[config.mk]
export PLATFORM = sky130hd
export DESIGN_NAME = fifo_rd_drain_ctrl_flat
export DESIGN_NICKNAME = d
export VERILOG_FILES = /design/src/rtl/fifo_rd_drain_ctrl_if.sv /design/src/rtl/fifo_rd_drain_ctrl.sv /design/src/flat_wrapper.sv
export SDC_FILE = /design/constraint.sdc
export NUM_CORES = 1
export LEC_CHECK = 0
export CORE_MARGIN = 4
export CORE_UTILIZATION = 51
export CTS_CLUSTER_SIZE = 28
export DETAILED_ROUTE_END_ITERATION = 8
export PLACE_DENSITY = 0.82
export SLEW_MARGIN = 20
export SYNTH_ARGS = -nofsm -noshare
export SYNTH_HDL_FRONTEND = slang
export SYNTH_SLANG_ARGS = --single-unit
[constraint.sdc]
create_clock -name i_clk -period 5.1 [get_ports i_clk]
set_clock_uncertainty 0.15 [all_clocks]
set_input_delay 0.51 -clock i_clk [delete_from_list [all_inputs] [get_ports i_clk]]
set_output_delay 0.51 -clock i_clk [all_outputs]
set_load 0.02 [all_outputs]
[src/rtl/fifo_rd_drain_ctrl_if.sv]
// Handshake bundle between the FIFO read port, the drain controller and the TX serializer.
// The master modport is the drain controller's view; slave is the FIFO/serializer side.
interface fifo_rd_drain_ctrl_if #(
  parameter int WIDTH = 8,
  parameter int CNT_W = 16
);
  logic             i_rempty;
  logic [WIDTH-1:0] i_RD_Data;
  logic             o_rinc;
  logic             i_tx_busy;
  logic [WIDTH-1:0] o_tx_data;
  logic             o_tx_valid;
  logic             o_busy;
  logic [CNT_W-1:0] o_word_cnt;
  logic             o_ack_err;

  modport master (
    input  i_rempty, i_RD_Data, i_tx_busy,
    output o_rinc, o_tx_data, o_tx_valid, o_busy, o_word_cnt, o_ack_err
  );

  modport slave (
    output i_rempty, i_RD_Data, i_tx_busy,
    input  o_rinc, o_tx_data, o_tx_valid, o_busy, o_word_cnt, o_ack_err
  );
endinterface

[src/rtl/fifo_rd_drain_ctrl.sv]
// Read-side FIFO drain: pops one word when the serializer is idle, strobes it out,
// follows the busy handshake (with timeout resend) and pauses GAP cycles between words.
module fifo_rd_drain_ctrl #(
  parameter int WIDTH  = 8,
  parameter int CNT_W  = 16,
  parameter int ACK_TO = 8,
  parameter int GAP    = 2
) (
  input logic                  i_clk,
  input logic                  i_rst,
  fifo_rd_drain_ctrl_if.master bus
);
  // One timer serves both the ack timeout and the inter-word gap.
  localparam int TMR_MAX = (ACK_TO > GAP) ? ACK_TO : GAP;
  localparam int TMR_W   = (TMR_MAX < 2) ? 1 : $clog2(TMR_MAX);
  localparam logic [TMR_W-1:0] ACK_LAST = TMR_W'((ACK_TO > 0) ? ACK_TO - 1 : 0);
  localparam logic [TMR_W-1:0] GAP_LAST = TMR_W'((GAP > 0) ? GAP - 1 : 0);

  typedef enum logic [2:0] {
    IDLE      = 3'd0,
    POP       = 3'd1,
    SEND      = 3'd2,
    WAIT_ACK  = 3'd3,
    WAIT_DONE = 3'd4,
    GAP_ST    = 3'd5
  } state_e;

  state_e             state_q, state_d;
  logic [TMR_W-1:0]   tmr_q, tmr_d;
  logic [WIDTH-1:0]   tx_data_q, tx_data_d;
  logic [CNT_W-1:0]   word_cnt_q, word_cnt_d;
  logic               ack_err_q, ack_err_d;
  logic               rinc_q, tx_valid_q, busy_q;

  always_comb begin
    state_d    = state_q;
    tmr_d      = tmr_q;
    tx_data_d  = tx_data_q;
    word_cnt_d = word_cnt_q;
    ack_err_d  = ack_err_q;
    case (state_q)
      IDLE: begin
        // Show-ahead data is captured on the same edge that raises the pop strobe.
        if (!bus.i_rempty && !bus.i_tx_busy) begin
          state_d   = POP;
          tx_data_d = bus.i_RD_Data;
        end
      end
      POP: state_d = SEND;
      SEND: begin
        state_d = WAIT_ACK;
        tmr_d   = '0;
      end
      WAIT_ACK: begin
        if (bus.i_tx_busy) begin
          state_d = WAIT_DONE;
        end else if (tmr_q == ACK_LAST) begin
          ack_err_d = 1'b1;
          state_d   = SEND;
        end else begin
          tmr_d = tmr_q + 1'b1;
        end
      end
      WAIT_DONE: begin
        if (!bus.i_tx_busy) begin
          word_cnt_d = word_cnt_q + 1'b1;
          tmr_d      = '0;
          state_d    = (GAP == 0) ? IDLE : GAP_ST;
        end
      end
      GAP_ST: begin
        if (tmr_q == GAP_LAST) state_d = IDLE;
        else                   tmr_d   = tmr_q + 1'b1;
      end
      default: state_d = IDLE;
    endcase
  end

  // Strobes are registered from the next state so they line up with POP/SEND exactly.
  always_ff @(posedge i_clk) begin
    if (i_rst) begin
      state_q    <= IDLE;
      tmr_q      <= '0;
      tx_data_q  <= '0;
      word_cnt_q <= '0;
      ack_err_q  <= 1'b0;
      rinc_q     <= 1'b0;
      tx_valid_q <= 1'b0;
      busy_q     <= 1'b0;
    end else begin
      state_q    <= state_d;
      tmr_q      <= tmr_d;
      tx_data_q  <= tx_data_d;
      word_cnt_q <= word_cnt_d;
      ack_err_q  <= ack_err_d;
      rinc_q     <= (state_d == POP);
      tx_valid_q <= (state_d == SEND);
      busy_q     <= (state_d != IDLE);
    end
  end

  assign bus.o_rinc     = rinc_q;
  assign bus.o_tx_data  = tx_data_q;
  assign bus.o_tx_valid = tx_valid_q;
  assign bus.o_busy     = busy_q;
  assign bus.o_word_cnt = word_cnt_q;
  assign bus.o_ack_err  = ack_err_q;
endmodule

[src/flat_wrapper.sv]
// flat-port wrapper written by rule: the top's interface ports become plain ports
module fifo_rd_drain_ctrl_flat 
#(
  parameter int WIDTH  = 8,
  parameter int CNT_W  = 16,
  parameter int ACK_TO = 8,
  parameter int GAP    = 2
)
  (i_clk, i_rst, bus_i_rempty, bus_i_RD_Data, bus_i_tx_busy, bus_o_rinc, bus_o_tx_data, bus_o_tx_valid, bus_o_busy, bus_o_word_cnt, bus_o_ack_err);
  fifo_rd_drain_ctrl_if #(.WIDTH(WIDTH), .CNT_W(CNT_W)) bus_i ();
  input logic i_clk;
  input logic i_rst;
  input wire logic [$bits(bus_i.i_rempty)-1:0] bus_i_rempty;
  input wire logic [$bits(bus_i.i_RD_Data)-1:0] bus_i_RD_Data;
  input wire logic [$bits(bus_i.i_tx_busy)-1:0] bus_i_tx_busy;
  output wire logic [$bits(bus_i.o_rinc)-1:0] bus_o_rinc;
  output wire logic [$bits(bus_i.o_tx_data)-1:0] bus_o_tx_data;
  output wire logic [$bits(bus_i.o_tx_valid)-1:0] bus_o_tx_valid;
  output wire logic [$bits(bus_i.o_busy)-1:0] bus_o_busy;
  output wire logic [$bits(bus_i.o_word_cnt)-1:0] bus_o_word_cnt;
  output wire logic [$bits(bus_i.o_ack_err)-1:0] bus_o_ack_err;
  assign bus_i.i_rempty = bus_i_rempty;
  assign bus_i.i_RD_Data = bus_i_RD_Data;
  assign bus_i.i_tx_busy = bus_i_tx_busy;
  assign bus_o_rinc = bus_i.o_rinc;
  assign bus_o_tx_data = bus_i.o_tx_data;
  assign bus_o_tx_valid = bus_i.o_tx_valid;
  assign bus_o_busy = bus_i.o_busy;
  assign bus_o_word_cnt = bus_i.o_word_cnt;
  assign bus_o_ack_err = bus_i.o_ack_err;
  fifo_rd_drain_ctrl #(.WIDTH(WIDTH), .CNT_W(CNT_W), .ACK_TO(ACK_TO), .GAP(GAP)) u_core (.i_clk(i_clk), .i_rst(i_rst), .bus(bus_i));
endmodule
# After elaboration in Yosys (flattened, before gate mapping)
# Cells that the tools add are included.
[op_classes]
n_addsub = 2
n_eq_ne = 13
n_mux = 11
bitwise = 1
n_reduce_logical = 10
[op_table]
columns = ["op", "n"]
rows = [
  ["$mux 3", 9],
  ["$pmux 3 s6", 1],
  ["$add 16x1->16 const B", 1],
  ["$pmux 3 s4", 1],
  ["$eq 3x1->1 const B", 3],
  ["$eq 3x2->1 const B", 3],
  ["$eq 3x3->1 const B", 3],
  ["$ne 2x2->1 const B", 4],
  ["$reduce_and 5->1", 1],
  ["$reduce_and 2->1", 2],
  ["$reduce_bool 4->1", 1],
  ["$add 3x1->3 const B", 1],
  ["$logic_not 3->1", 1],
  ["$reduce_and 3->1", 1],
  ["$reduce_bool 3->1", 1],
  ["$logic_not 1->1", 2],
  ["$logic_and 1x1->1", 1],
  ["$not 1->1", 1],
]
[totals]
register_bits = 34
inputBits = 12

# Longest topological paths before layout
[logic_depth]
depth_word = 5
depth_mapped = 6

# Least setup slack after synthesis
# OpenSTA, ideal clock, no wires.
[synth_path]
kind = "input to register"
start = "in bus_i_tx_busy"
end = "reg u_core.tx_data_q[2] (netlist: u_core.bus.o_tx_data[2])"
setup_ns = 0.132
arrival_ns = 1.542
setup_slack_ns = 3.275
cell_stages = 5
path_buffers = 1
cell_sequence = "or2_2 or4_1 buf_2 nand2_1 a21oi_1"
[synth_between]
elab_chain_cells = 3
[synth_rtl]
columns = ["element", "line", "text"]
rows = [
  ["start, declared", "flat_wrapper.sv:15", "input wire logic [$bits(bus_i.i_tx_busy)-1:0] bus_i_tx_busy;"],
  ["$logic_not 1->1", "fifo_rd_drain_ctrl.sv:44", "if (!bus.i_rempty && !bus.i_tx_busy) begin"],
  ["$logic_and 1x1->1", "fifo_rd_drain_ctrl.sv:44", ""],
  ["$reduce_and 2->1 (no source line)", "-", ""],
  ["end signal, assigned", "fifo_rd_drain_ctrl.sv:93", "tx_data_q <= tx_data_d;"],
  ["end, declared", "fifo_rd_drain_ctrl.sv:30", "logic [WIDTH-1:0] tx_data_q, tx_data_d;"],
]
# Every way passes these cells.
# A chain may end at the register's enable or synchronous reset.

# Final worst setup path
[layout_path]
start = "in bus_i_tx_busy"
end = "reg u_core.word_cnt_q[14] (netlist: u_core.bus.o_word_cnt[14])"
[layout_between]
elab_chain_cells = 2
[layout_rtl]
columns = ["element", "line", "text"]
rows = [
  ["$not 1->1 (no source line)", "-", ""],
  ["$reduce_and 2->1 (no source line)", "-", ""],
  ["end signal, assigned", "fifo_rd_drain_ctrl.sv:94", "word_cnt_q <= word_cnt_d;"],
  ["end, declared", "fifo_rd_drain_ctrl.sv:31", "logic [CNT_W-1:0] word_cnt_q, word_cnt_d;"],
]
# Every way passes these cells.

==> metrics.sh <==
OUTCOME='complete, no violations'
SYNTH.NET_COUNT=188
SYNTH-SIMPLE-AREA-SHARE=0.270
LAYOUT_COMMON_CELLS='38 x sky130_fd_sc_hd__clkdlybuf4s50_1, 34 x sky130_fd_sc_hd__dfxtp_1, 22 x sky130_fd_sc_hd__nand2_1, 17 x sky130_fd_sc_hd__a21oi_1, 16 x sky130_fd_sc_hd__nor2_1'
SYNTH.MUX.AREA_FRACTION=0.0277
GRT_SETUP_UNREPAIRED='false'
CELL_INTERNAL_PWR_mW=0.365
GRT_FIRST_PASS_WIRELENGTH_UM=5550
TOTALWIRELENGTH_UM=3250
CTS.CLK_SLEW.WORST_PATHS_PS=100
MOSTFREQUENTLAYOUTCELL='sky130_fd_sc_hd__clkdlybuf4s50_1'
DRTITER0DRC=54
TIMING.HOLD.WORST.CLASS='reg2reg'
RELSLEWSLACK=0.513
DIE_WIDTH_UM=62.8
SYN_AREA_PER_CELL_UM2=8.92
YOSYS_REGISTER_BITS=34
VIAS=1320
TIMING.CRITICAL_PATH.FROM_TYPE='input pin'
SEQUENTIAL_FRACTION_OF_THE_SYNTHESIS_AREA=0.444
PERIOD_NEEDED_PS=2450
SETUP.WORST_PATH.CLASS='in2reg'
REPORT.FINAL.HOLD_VIOL_COUNT=0
POST_LAYOUT_NONFILLER_INSTANCES=240
SLOWEST_STAGE_CELL_CP='sky130_fd_sc_hd__nor4b_4'
GLOBALROUTETOTALUTIL=0.173
ANTENNA_FOUND_INITIAL=0
CLOCK_LATENCY_AT_THE_LATER_PIN_OF_THE_WORST_SKEW_PAIR_PS=330
AREAGROWTHSYNTHTOFINISH_PCT=27.7
TOTAL_SWITCHING_POWER_mW=0.120
DIE_AREA_MM2=0.00395
CTS_ROOT_BUF='sky130_fd_sc_hd__clkbuf_4'
FIN_TNS_SETUP_PS=0
FMAXACHIEVABLE_MHz=408
CP_SLOWEST_STAGE_DELAY_PS=670
CRIT_ARRIVAL_PS=2560
DRT-VIAS-PER-INSTANCE=5.50
INITIAL_UTIL=0.547
DP_HPWL_UM=2340
SYNTHESIS.AREA_MM2=0.00153
GRT_PASS1_VIAS=1220
MAXSLEWVIOLCOUNT=0
CTS_SINKS=34
P_LEAK_nW=0.697
TRITONCTS.NUM_BUFFERS=5
POWER.COMBINATIONAL.FRACTION=0.109
TIMING_WORST_SLEW_PIN_VALUE_PS=727
FINAL_LAYOUT_SIZE_SUFFIX_GT1_FRAC=0.0766
CELLPOWERDENSITY_mW_PER_MM2=248
DRV.MAX_CAP_VIOLATION_COUNT=0
PEAKVDDDROP_mV=0.157
DETAIL_ROUTE.WL_PER_CELL_UM=13.5
NUMPLACEDINSTANCES=232
DOMINANT_COMBINATIONAL_CELL_FAMILY_BY_AREA_AFTER_SYNTHESIS='simple AND/OR/NAND/NOR gates'
ANTENNA_VIOLATING_NETS_POST_ROUTE=0
WORST_HOLD_STARTPOINT='u_core.bus.o_tx_data[6]$_SDFFE_PP0P_'
STD_CELL_ROWS=19
POWER.SHARE.CLOCK=0.314
POSTLAYOUTSETUPSLACKWORST_PS=2650
WORSTSETUPENDPOINTTYPE='register'
DIE-HEIGHT_UM=62.8
POWER.SEQUENTIAL.FRACTION=0.577
REQUIRED_TIME_WORST_ENDPOINT_PS=5210
PATH_MAX_FANOUT=11
PLACEABLECOREAREA_MM2=0.00281
DP_SLACK_PS=2300
CTS_SETUP_BUFFERS=0
SYNTH.LIB_CELLS_USED.DISTINCT=37
CLOCKBUFFERDEPTH=2
CRIT_START='bus_i_tx_busy'
CRIT-REG2REG-LAUNCH='u_core.state_q[2]$_SDFF_PP0_'
BOUNDARYPINS=40
PLACE.PORT_BUFFERS=39
GLOBALROUTEOVERFLOWTOTAL=0
PLACED_CELL_AREA_MM2=0.00190
YS.WARNINGS.COUNT=0
POSTSYNTHCELLCOUNT=172
POSTLAYOUTCELLAREA_MM2=0.00196
FINALSETUPVIOLATIONS=0
POST-ROUTE-PERIOD-UTIL=0.480
POSTCTSHOLDBUFS=0
CP_TOP_DELAY_FAMILY='simple AND/OR/NAND/NOR gates'
CTS.REPAIR.RESIZED=0
DRC=0
LARGEST_NET_DEGREE_AT_THE_START_OF_GLOBAL_ROUTING=35
TRITONCTS_CLOCK_TREE='done'
DR.PASS1.ITERS=4
HTREE_LEVELS=2
SYNTH_COMPOUND_AREA_FRAC=0.129
SYNTHADDERAREAFRAC=0.0326
SYNTH-XOR-AREA-SHARE=0.0514
N_ANTENNA_CELL=0
PLACE_CONGESTION=0.764
NNETSFINAL=224
CRITICAL_PATH.N_BUFFERS_INVERTERS=1
SWSHARE=0.248
CP_CELL_SEQUENCE='clkdlybuf4s50_1, nor4b_4, nand3_2, or4_1, a21oi_1'
stage by stage:
step                      utilization  power, mW  hold WS [ps]
after global routing            0.698      0.509           337
after detailed placement        0.679      0.340           297
after floorplan                     -      0.316           328
after CTS                       0.700      0.491           311
after global placement          0.679      0.338           291
final                           0.698      0.485           310
worst paths after layout:
kind         slack [ps]  depth (start not counted)                                      to
min reg2reg         310                          2    u_core.bus.o_tx_data[6]$_SDFFE_PP0P_
min                 310                          2    u_core.bus.o_tx_data[6]$_SDFFE_PP0P_
max reg2reg        2830                          4  u_core.bus.o_word_cnt[14]$_SDFFE_PP0P_
max                2650                          5  u_core.bus.o_word_cnt[14]$_SDFFE_PP0P_
sequential cells by signal (all words and copies together), names as in the netlist:
signal / flops
u_core.bus.o_ack_err: 1
u_core.tmr_q: 3
u_core.bus.o_word_cnt: 16
u_core.bus.o_busy: 1
u_core.bus.o_tx_valid: 1
u_core.bus.o_rinc: 1
u_core.state_q: 3
u_core.bus.o_tx_data: 8
kinds of logic after synthesis:
logic type	count (synthesis)
xor gates and xnor gates	9
muxes	4
DFF	34
adders and majority gates	4
buffers and inverters	13
and+or+nand+nor	74
AOI/OAI and AO/OA	34
cells in the mapped netlist:
cell | number | area share
sky130_fd_sc_hd__mux2_2 | 2 | 0.015
sky130_fd_sc_hd__mux2i_1 | 2 | 0.013
sky130_fd_sc_hd__or3_1 | 5 | 0.020
sky130_fd_sc_hd__o211ai_1 | 1 | 0.0049
sky130_fd_sc_hd__a41oi_1 | 1 | 0.0057
sky130_fd_sc_hd__nand3_2 | 1 | 0.0065
sky130_fd_sc_hd__o31ai_1 | 2 | 0.0098
sky130_fd_sc_hd__nor2b_1 | 5 | 0.020
sky130_fd_sc_hd__a2111oi_2 | 1 | 0.0098
sky130_fd_sc_hd__xor2_1 | 8 | 0.046
sky130_fd_sc_hd__nor3_1 | 1 | 0.0033
sky130_fd_sc_hd__xnor2_1 | 1 | 0.0057
sky130_fd_sc_hd__a32oi_1 | 1 | 0.0057
sky130_fd_sc_hd__a22oi_1 | 1 | 0.0049
sky130_fd_sc_hd__nand2_1 | 22 | 0.054
sky130_fd_sc_hd__ha_1 | 4 | 0.033
sky130_fd_sc_hd__dfxtp_1 | 34 | 0.44
sky130_fd_sc_hd__or4_1 | 2 | 0.0098
sky130_fd_sc_hd__and2_1 | 1 | 0.0041
sky130_fd_sc_hd__nand2b_1 | 1 | 0.0041
sky130_fd_sc_hd__nor4b_4 | 1 | 0.015
sky130_fd_sc_hd__buf_2 | 5 | 0.016
sky130_fd_sc_hd__and4_1 | 2 | 0.011
sky130_fd_sc_hd__nand3_4 | 1 | 0.011
sky130_fd_sc_hd__and3b_1 | 1 | 0.0057
sky130_fd_sc_hd__nand4b_1 | 1 | 0.0057
sky130_fd_sc_hd__clkbuf_1 | 3 | 0.0073
sky130_fd_sc_hd__inv_1 | 3 | 0.0073
sky130_fd_sc_hd__and3_1 | 3 | 0.012
sky130_fd_sc_hd__buf_6 | 2 | 0.015
sky130_fd_sc_hd__nor2_1 | 16 | 0.039
sky130_fd_sc_hd__o21ai_0 | 10 | 0.033
sky130_fd_sc_hd__or2_2 | 1 | 0.0041
sky130_fd_sc_hd__a21oi_1 | 17 | 0.055
sky130_fd_sc_hd__nand4_1 | 6 | 0.024
sky130_fd_sc_hd__nor4_2 | 1 | 0.0082
sky130_fd_sc_hd__nand3_1 | 3 | 0.0098
worst reg2reg max path, delay by kind of cell, from the launching register on:
kind,cells,cell delay (ps)
AOI/OAI and AO/OA,1,140
DFF,1,520
and+or+nand+nor,3,1390
metal layers:
metal / vias to the layer above / wire length [um] / global-route usage
met2: 35 / 1590 / 0.302
met1: 607 / 1450 / 0.193
met4: 0 / 56 / 0.0689
met5: - / 0 / 0
li1: 671 / - / -
met3: 7 / 150 / 0.0576
power by group through the flow:
stage	Combinational [mW]	Clock [mW]	Sequential (mW)
6_report	0.0527	0.153	0.280
4_1_cts	0.0536	0.157	0.280
5_1_grt	0.0572	0.171	0.281
2_1_floorplan	0.0265	0	0.290
3_3_place_gp	0.0522	0	0.286
3_5_place_dp	0.0534	0	0.286
final cells by class:
class	instances	area (um^2)
well taps	31	38.8
inverters	3	11.3
multi-input cells	125	783
clock inverters	1	5.00
flip-flops and latches	34	681
clock buffers	7	55.1
repair buffers	39	385
fillers	235	846
Note: power is estimated with default switching activity, not from simulation.
